===== src/rtl/kpd_pkg.sv =====
// Shared types and helpers for the keypad matrix scanner.
// State encoding plus small bit-vector utilities used by the sequencer.
package kpd_pkg;

  typedef enum logic [2:0] {
    ST_IDLE,
    ST_SCAN,
    ST_DEBOUNCE,
    ST_PRESENT,
    ST_WAIT_REL
  } kpd_state_e;

  localparam int unsigned KPD_VEC_W = 32;

  function automatic int unsigned kpd_code_w(
    input int unsigned n_keys
  );
    return (n_keys < 2) ? 1 : $clog2(n_keys);
  endfunction

  function automatic logic kpd_is_single(
    input logic [KPD_VEC_W-1:0] v
  );
    return (v != '0) && ((v & (v - 32'd1)) == '0);
  endfunction

  // Position of the set bit; only meaningful when the vector is single.
  function automatic logic [4:0] kpd_col_idx(
    input logic [KPD_VEC_W-1:0] v
  );
    logic [4:0] idx;
    idx = '0;
    for (int i = 0; i < KPD_VEC_W; i++) begin
      if (v[i]) idx = 5'(i);
    end
    return idx;
  endfunction

endpackage


===== src/rtl/keypad_col_sync.sv =====
// Two-flop synchronizer for the asynchronous keypad column returns.
module keypad_col_sync #(
  parameter int W = 4
) (
  input  logic         CLK,
  input  logic         RESET,
  input  logic [W-1:0] i_col,
  output logic [W-1:0] o_col
);

  logic [W-1:0] r_meta;
  logic [W-1:0] r_sync;

  always_ff @(posedge CLK) begin
    if (RESET) begin
      r_meta <= '0;
      r_sync <= '0;
    end else begin
      r_meta <= i_col;
      r_sync <= r_meta;
    end
  end

  assign o_col = r_sync;

endmodule


===== src/rtl/keypad_scan_ctrl.sv =====
// Key matrix sequencer: row scan, press/release debounce, key encode
// and single-shot valid/ready delivery to the calculator FSM.
module keypad_scan_ctrl
  import kpd_pkg::*;
#(
  parameter int N_ROWS         = 4,
  parameter int N_COLS         = 4,
  parameter int SCAN_DIV       = 1000,
  parameter int DEBOUNCE_SCANS = 4,
  localparam int CODE_W        = kpd_code_w(N_ROWS * N_COLS)
) (
  input  logic              CLK,
  input  logic              RESET,
  input  logic              SCAN_EN,
  input  logic [N_COLS-1:0] COL,
  output logic [N_ROWS-1:0] ROW,
  output logic              KEY_VALID,
  output logic [CODE_W-1:0] KEY_CODE,
  input  logic              KEY_READY
);

  localparam int ROW_W = $clog2(N_ROWS);
  localparam int DW_W  = $clog2(SCAN_DIV);
  localparam int CNT_W = $clog2(DEBOUNCE_SCANS + 1);

  localparam logic [ROW_W-1:0]  ROW_LAST = ROW_W'(N_ROWS - 1);
  localparam logic [DW_W-1:0]   DW_LAST  = DW_W'(SCAN_DIV - 1);
  localparam logic [CNT_W-1:0]  CNT_LAST = CNT_W'(DEBOUNCE_SCANS - 1);
  localparam logic [N_ROWS-1:0] ROW_ONE  = N_ROWS'(1);

  kpd_state_e r_state, w_state_nxt;

  logic [ROW_W-1:0]  r_row, w_row_nxt, w_row_adv;
  logic [DW_W-1:0]   r_dwell, w_dwell_nxt;
  logic [CNT_W-1:0]  r_cnt, w_cnt_nxt;
  logic [CODE_W-1:0] r_cand, w_cand_nxt;
  logic [CODE_W-1:0] r_code, w_code_nxt;
  logic [CODE_W-1:0] w_hit;
  logic [N_COLS-1:0] w_col_s;
  logic [31:0]       w_col_ext;
  logic              w_dwell_end;
  logic              w_single;
  logic              w_zero;
  logic              w_run;

  keypad_col_sync #(
    .W (N_COLS)
  ) u_sync (
    .CLK   (CLK),
    .RESET (RESET),
    .i_col (COL),
    .o_col (w_col_s)
  );

  assign w_col_ext   = 32'(w_col_s);
  assign w_single    = kpd_is_single(w_col_ext);
  assign w_zero      = (w_col_s == '0);
  assign w_dwell_end = (r_dwell == DW_LAST);
  assign w_row_adv   = (r_row == ROW_LAST) ? '0 : r_row + ROW_W'(1);

  assign w_hit = CODE_W'(32'(r_row) * 32'(N_COLS)
               + 32'(kpd_col_idx(w_col_ext)));

  assign w_run = (r_state == ST_SCAN)
              || (r_state == ST_DEBOUNCE)
              || (r_state == ST_WAIT_REL);

  always_comb begin
    w_state_nxt = r_state;
    w_row_nxt   = r_row;
    w_cnt_nxt   = r_cnt;
    w_cand_nxt  = r_cand;
    w_code_nxt  = r_code;
    w_dwell_nxt = '0;

    if (w_run && SCAN_EN) begin
      w_dwell_nxt = w_dwell_end ? '0 : r_dwell + DW_W'(1);
    end

    unique case (r_state)
      ST_IDLE: begin
        if (SCAN_EN) begin
          w_state_nxt = ST_SCAN;
          w_row_nxt   = '0;
        end
      end
      ST_SCAN: begin
        if (!SCAN_EN) begin
          w_state_nxt = ST_IDLE;
        end else if (w_dwell_end) begin
          if (w_single) begin
            w_state_nxt = ST_DEBOUNCE;
            w_cand_nxt  = w_hit;
            w_cnt_nxt   = '0;
          end else begin
            w_row_nxt = w_row_adv;
          end
        end
      end
      ST_DEBOUNCE: begin
        if (!SCAN_EN) begin
          w_state_nxt = ST_IDLE;
        end else if (w_dwell_end) begin
          if (w_single && (w_hit == r_cand)) begin
            if (r_cnt == CNT_LAST) begin
              w_state_nxt = ST_PRESENT;
              w_code_nxt  = r_cand;
            end else begin
              w_cnt_nxt = r_cnt + CNT_W'(1);
            end
          end else begin
            w_state_nxt = ST_SCAN;
            w_row_nxt   = w_row_adv;
          end
        end
      end
      ST_PRESENT: begin
        // A dropped enable never cancels an event already presented.
        if (KEY_READY) begin
          w_state_nxt = SCAN_EN ? ST_WAIT_REL : ST_IDLE;
          w_cnt_nxt   = '0;
        end
      end
      ST_WAIT_REL: begin
        if (!SCAN_EN) begin
          w_state_nxt = ST_IDLE;
        end else if (w_dwell_end) begin
          if (!w_zero) begin
            w_cnt_nxt = '0;
          end else if (r_cnt == CNT_LAST) begin
            w_state_nxt = ST_SCAN;
            w_row_nxt   = w_row_adv;
          end else begin
            w_cnt_nxt = r_cnt + CNT_W'(1);
          end
        end
      end
      default: begin
        w_state_nxt = ST_IDLE;
      end
    endcase
  end

  always_ff @(posedge CLK) begin
    if (RESET) begin
      r_state <= ST_IDLE;
      r_row   <= '0;
      r_dwell <= '0;
      r_cnt   <= '0;
      r_cand  <= '0;
      r_code  <= '0;
    end else begin
      r_state <= w_state_nxt;
      r_row   <= w_row_nxt;
      r_dwell <= w_dwell_nxt;
      r_cnt   <= w_cnt_nxt;
      r_cand  <= w_cand_nxt;
      r_code  <= w_code_nxt;
    end
  end

  assign ROW       = (r_state == ST_IDLE) ? '0 : (ROW_ONE << r_row);
  assign KEY_VALID = (r_state == ST_PRESENT);
  assign KEY_CODE  = r_code;

endmodule


===== config.mk =====
export PLATFORM = sky130hd
export DESIGN_NAME = keypad_scan_ctrl
export DESIGN_NICKNAME = d
export VERILOG_FILES = /design/src/rtl/kpd_pkg.sv /design/src/rtl/keypad_col_sync.sv /design/src/rtl/keypad_scan_ctrl.sv
export SDC_FILE = /design/constraint.sdc
export NUM_CORES = 1
export LEC_CHECK = 0
export CAP_MARGIN = 25
export CORE_MARGIN = 2
export CORE_UTILIZATION = 57
export DETAILED_ROUTE_END_ITERATION = 10
export PLACE_DENSITY = 0.83
export SYNTH_ARGS = -nofsm -noshare
export SYNTH_HDL_FRONTEND = slang
export SYNTH_SLANG_ARGS = --single-unit

===== constraint.sdc =====
create_clock -name CLK -period 3.6 [get_ports CLK]
set_input_delay 0.36 -clock CLK [delete_from_list [all_inputs] [get_ports CLK]]
set_output_delay 0.36 -clock CLK [all_outputs]
set_load 0.1 [all_outputs]

==> impl_metrics.env <==
export IMPL_final_cell_mix="dfxtp_1, nor2_1, clkdlybuf4s50_1, nor2b_1"
export IMPL_synthTopCellsByArea="dfxtp_1, nor2_1, mux2i_1"
export IMPL_grt_max_degree=25
export IMPL_grt_pass1_wl_mm=5.84
export IMPL_r2r_slack_ns=1.23
export IMPL_end_kind="output pin"
export IMPL_grt_pass1_vias=1377
export IMPL_wl_mm=3.43
export IMPL_multi_input_area_um2=1050
export IMPL_worstHoldStart="u_sync.r_meta[2]"
export IMPL_min_period_ns=2.81
export IMPL_crit_slowest_cell="clkdlybuf4s50_1"
export IMPL_swShare_pct=41.8
export IMPL_finalHoldViolations=0
export IMPL_syn_to_final_growth_pct=11.9
export IMPL_synthesis_nets=224
export IMPL_clock_sinks=34
export IMPL_r2r_start="r_state[1]"
export IMPL_crit_fanout=16
export IMPL_path_clk_slew_ns=0.10
export IMPL_drcViolationCount=0
export IMPL_die_w_um=60.5
export IMPL_rows=20
export IMPL_io_pins=17
export IMPL_hp_class="reg2reg"
export IMPL_port_buffers=16
export IMPL_overflow=0
export IMPL_dp_hpwl_mm=2.41
export IMPL_holdWs_ns=0.441
export IMPL_pwr_share_seq_pct=40.8
export IMPL_ir_drop_mv=0.350
export IMPL_p_int_mw=0.664
export IMPL_clockBufferDepth=2
export IMPL_pre_cts_ws_ns=1.01
export IMPL_drive_above_1_share_pct=6.28
export IMPL_final_fill_count=287
export IMPL_r2r_end="r_row[1]"
export IMPL_dieArea_um2=3660
export IMPL_cts_root_buf="clkbuf_4"
export IMPL_synth_distinct_cells=47
export IMPL_clock_skew_ns=0.0117
export IMPL_power_switching_mw=0.477
export IMPL_placed_area_um2=1980
export IMPL_rsz0062_at_grt="no"
export IMPL_dp_cells=259
export IMPL_fin_crit_sh_pct=78.1
export IMPL_dr_pass1_iters=4
export IMPL_slew_headroom_pct=34.5
export IMPL_post_cts_resized=0
export IMPL_initial_core_util_pct=59.7
export IMPL_power_density_nw_per_um2=560
export IMPL_syn_inst=210
export IMPL_ys_seq_elements=34
export IMPL_arrival_ns=2.45
export IMPL_cts_made_buffers=5
export IMPL_die_h_um=60.5
export IMPL_design_area_um2=2040
export IMPL_htreeDepth=2
export IMPL_final_nets=236
export IMPL_layoutNonFillerInstCount=267
export IMPL_fin_util_pct=66.8
export IMPL_synth_ff_type="dfxtp_1"
export IMPL_totalPowerFinal_mw=1.14
export IMPL_yosysTopAreaCellShare_pct=37.4
export IMPL_setup_violations=0
export IMPL_tns_ns=0
export IMPL_finalMaxSlewViolations=0
export IMPL_cts_setup_buffers=0
export IMPL_leakage_nw=0.777
export IMPL_power_frac_clock_pct=19.5
export IMPL_antenna_found_initial=0
export IMPL_seq_area_um2=681
export IMPL_final_common_cell="dfxtp_1"
export IMPL_synth_edf_count=0
export IMPL_yosys_warnings=0
export IMPL_synthesis_area_um2=1820
export IMPL_drtIter0Drc=80
export IMPL_start_kind="flop"
export IMPL_vias=1485
export IMPL_worst_pin_slew_ns=0.979
export IMPL_async_reset_ff_share_pct=0
export IMPL_core_region_area_um2=3050
export IMPL_slowest_delay_ns=1.14
export IMPL_cp_cell_sequence="nor3_1, nor2b_1, clkdlybuf4s50_1"
export IMPL_timing_fmax_mhz=356
export IMPL_outcome="finished clean"
export IMPL_reg2reg_depth=6
export IMPL_clkLatencyLatePin_ns=0.35
export IMPL_drtAntennaViolNets=0
export IMPL_grt_use_total_pct=21.5
export IMPL_antennaDiodeCount=0
export IMPL_worst_setup_path_type="reg2out"
export IMPL_ys_seq_area_share_pct=37.4
export IMPL_vias_per_cell=5.56
export IMPL_max_cap_violations=0
export IMPL_layout_setup_ws_ns=0.788
export IMPL_hold_buffers=0
export IMPL_synth_top_area_cell="dfxtp_1"
export IMPL_cp_required_ns=3.24
export IMPL_synth_avg_cell_area_um2=8.67
export IMPL_cts_tree="done"
export IMPL_combPwrFrac_pct=39.6
export IMPL_wl_per_cell_um=12.8
export IMPL_place_congestion=0.847
export IMPL_crit_start="r_state[1]"
export IMPL_worstSetupEndpoint="ROW[2]"
[final cells by class]
type                       instances  share of cell area (%)
multi-input combinational        157                    51.6
sequential                        34                    33.4
timing repair buffer              16                    7.86
clock buffer                       7                    2.70
tap                               44                    2.70
inverter                           8                    1.47
clock inverter                     1                   0.246
[cells in the mapped netlist (5+ instances only)]
cell      number
nor3_1        10
clkbuf_1       7
mux2i_1        9
xnor2_1        7
inv_1          7
nor2b_1       14
nand3_1       10
and3_1         5
xor2_1         6
dfxtp_1       34
ha_1           6
nor2_1        30
nand2_1        9
[metal layers]
metal | vias to the layer above | track usage (%) | wire (um)
met1 | 690 | 25.9 | 1560
met5 | - | 0 | 0
met3 | 6 | 6.61 | 174
met2 | 37 | 35.2 | 1640
met4 | 0 | 9.94 | 51
li1 | 752 | - | -
[sequential cells by signal, summed over array words and instances, names as in the netlist]
register / flops
r_state: 3
u_sync.r_meta: 4
KEY_CODE: 4
r_cnt: 3
r_dwell: 10
r_cand: 4
u_sync.o_col: 4
r_row: 2
[worst min path at each step]
stage                       to  slack [ns]  depth (start not counted)
3_3_place_gp   u_sync.o_col[1]        0.42                          1
5_1_grt        u_sync.o_col[2]        0.46                          1
2_1_floorplan  u_sync.o_col[0]        0.41                          1
3_5_place_dp   u_sync.o_col[2]        0.42                          1
6_report       u_sync.o_col[2]        0.44                          1
4_1_cts        u_sync.o_col[2]        0.44                          1
[worst max-delay path, delay by kind of cell (launching register included)]
family                 cells  cell delay [ns]
buffers and inverters      1             1.14
DFF                        1             0.66
and+or+nand+nor            2             0.31
[power groups by stage]
stage	Clock [mW]	Combinational, mW	Sequential [mW]
final	0.223	0.452	0.466
after global routing	0.242	0.494	0.474
after CTS	0.227	0.451	0.465
after detailed placement	0	0.448	0.473
after global placement	0	0.439	0.471
after floorplan	0	0.398	0.432
[cell families (layout without fill, tap and decap cells)]
family	after synthesis	count (layout)	share of synthesized area, %
adders and majority gates	7	7	4.67
buffers and inverters	19	32	4.88
AOI/OAI and AO/OA	32	32	13.7
xor gates and xnor gates	13	13	6.25
and+or+nand+nor	95	95	27.5
DFF	34	34	37.4
muxes	10	10	5.56
No activity file was read; power rests on OpenSTA's default activity.
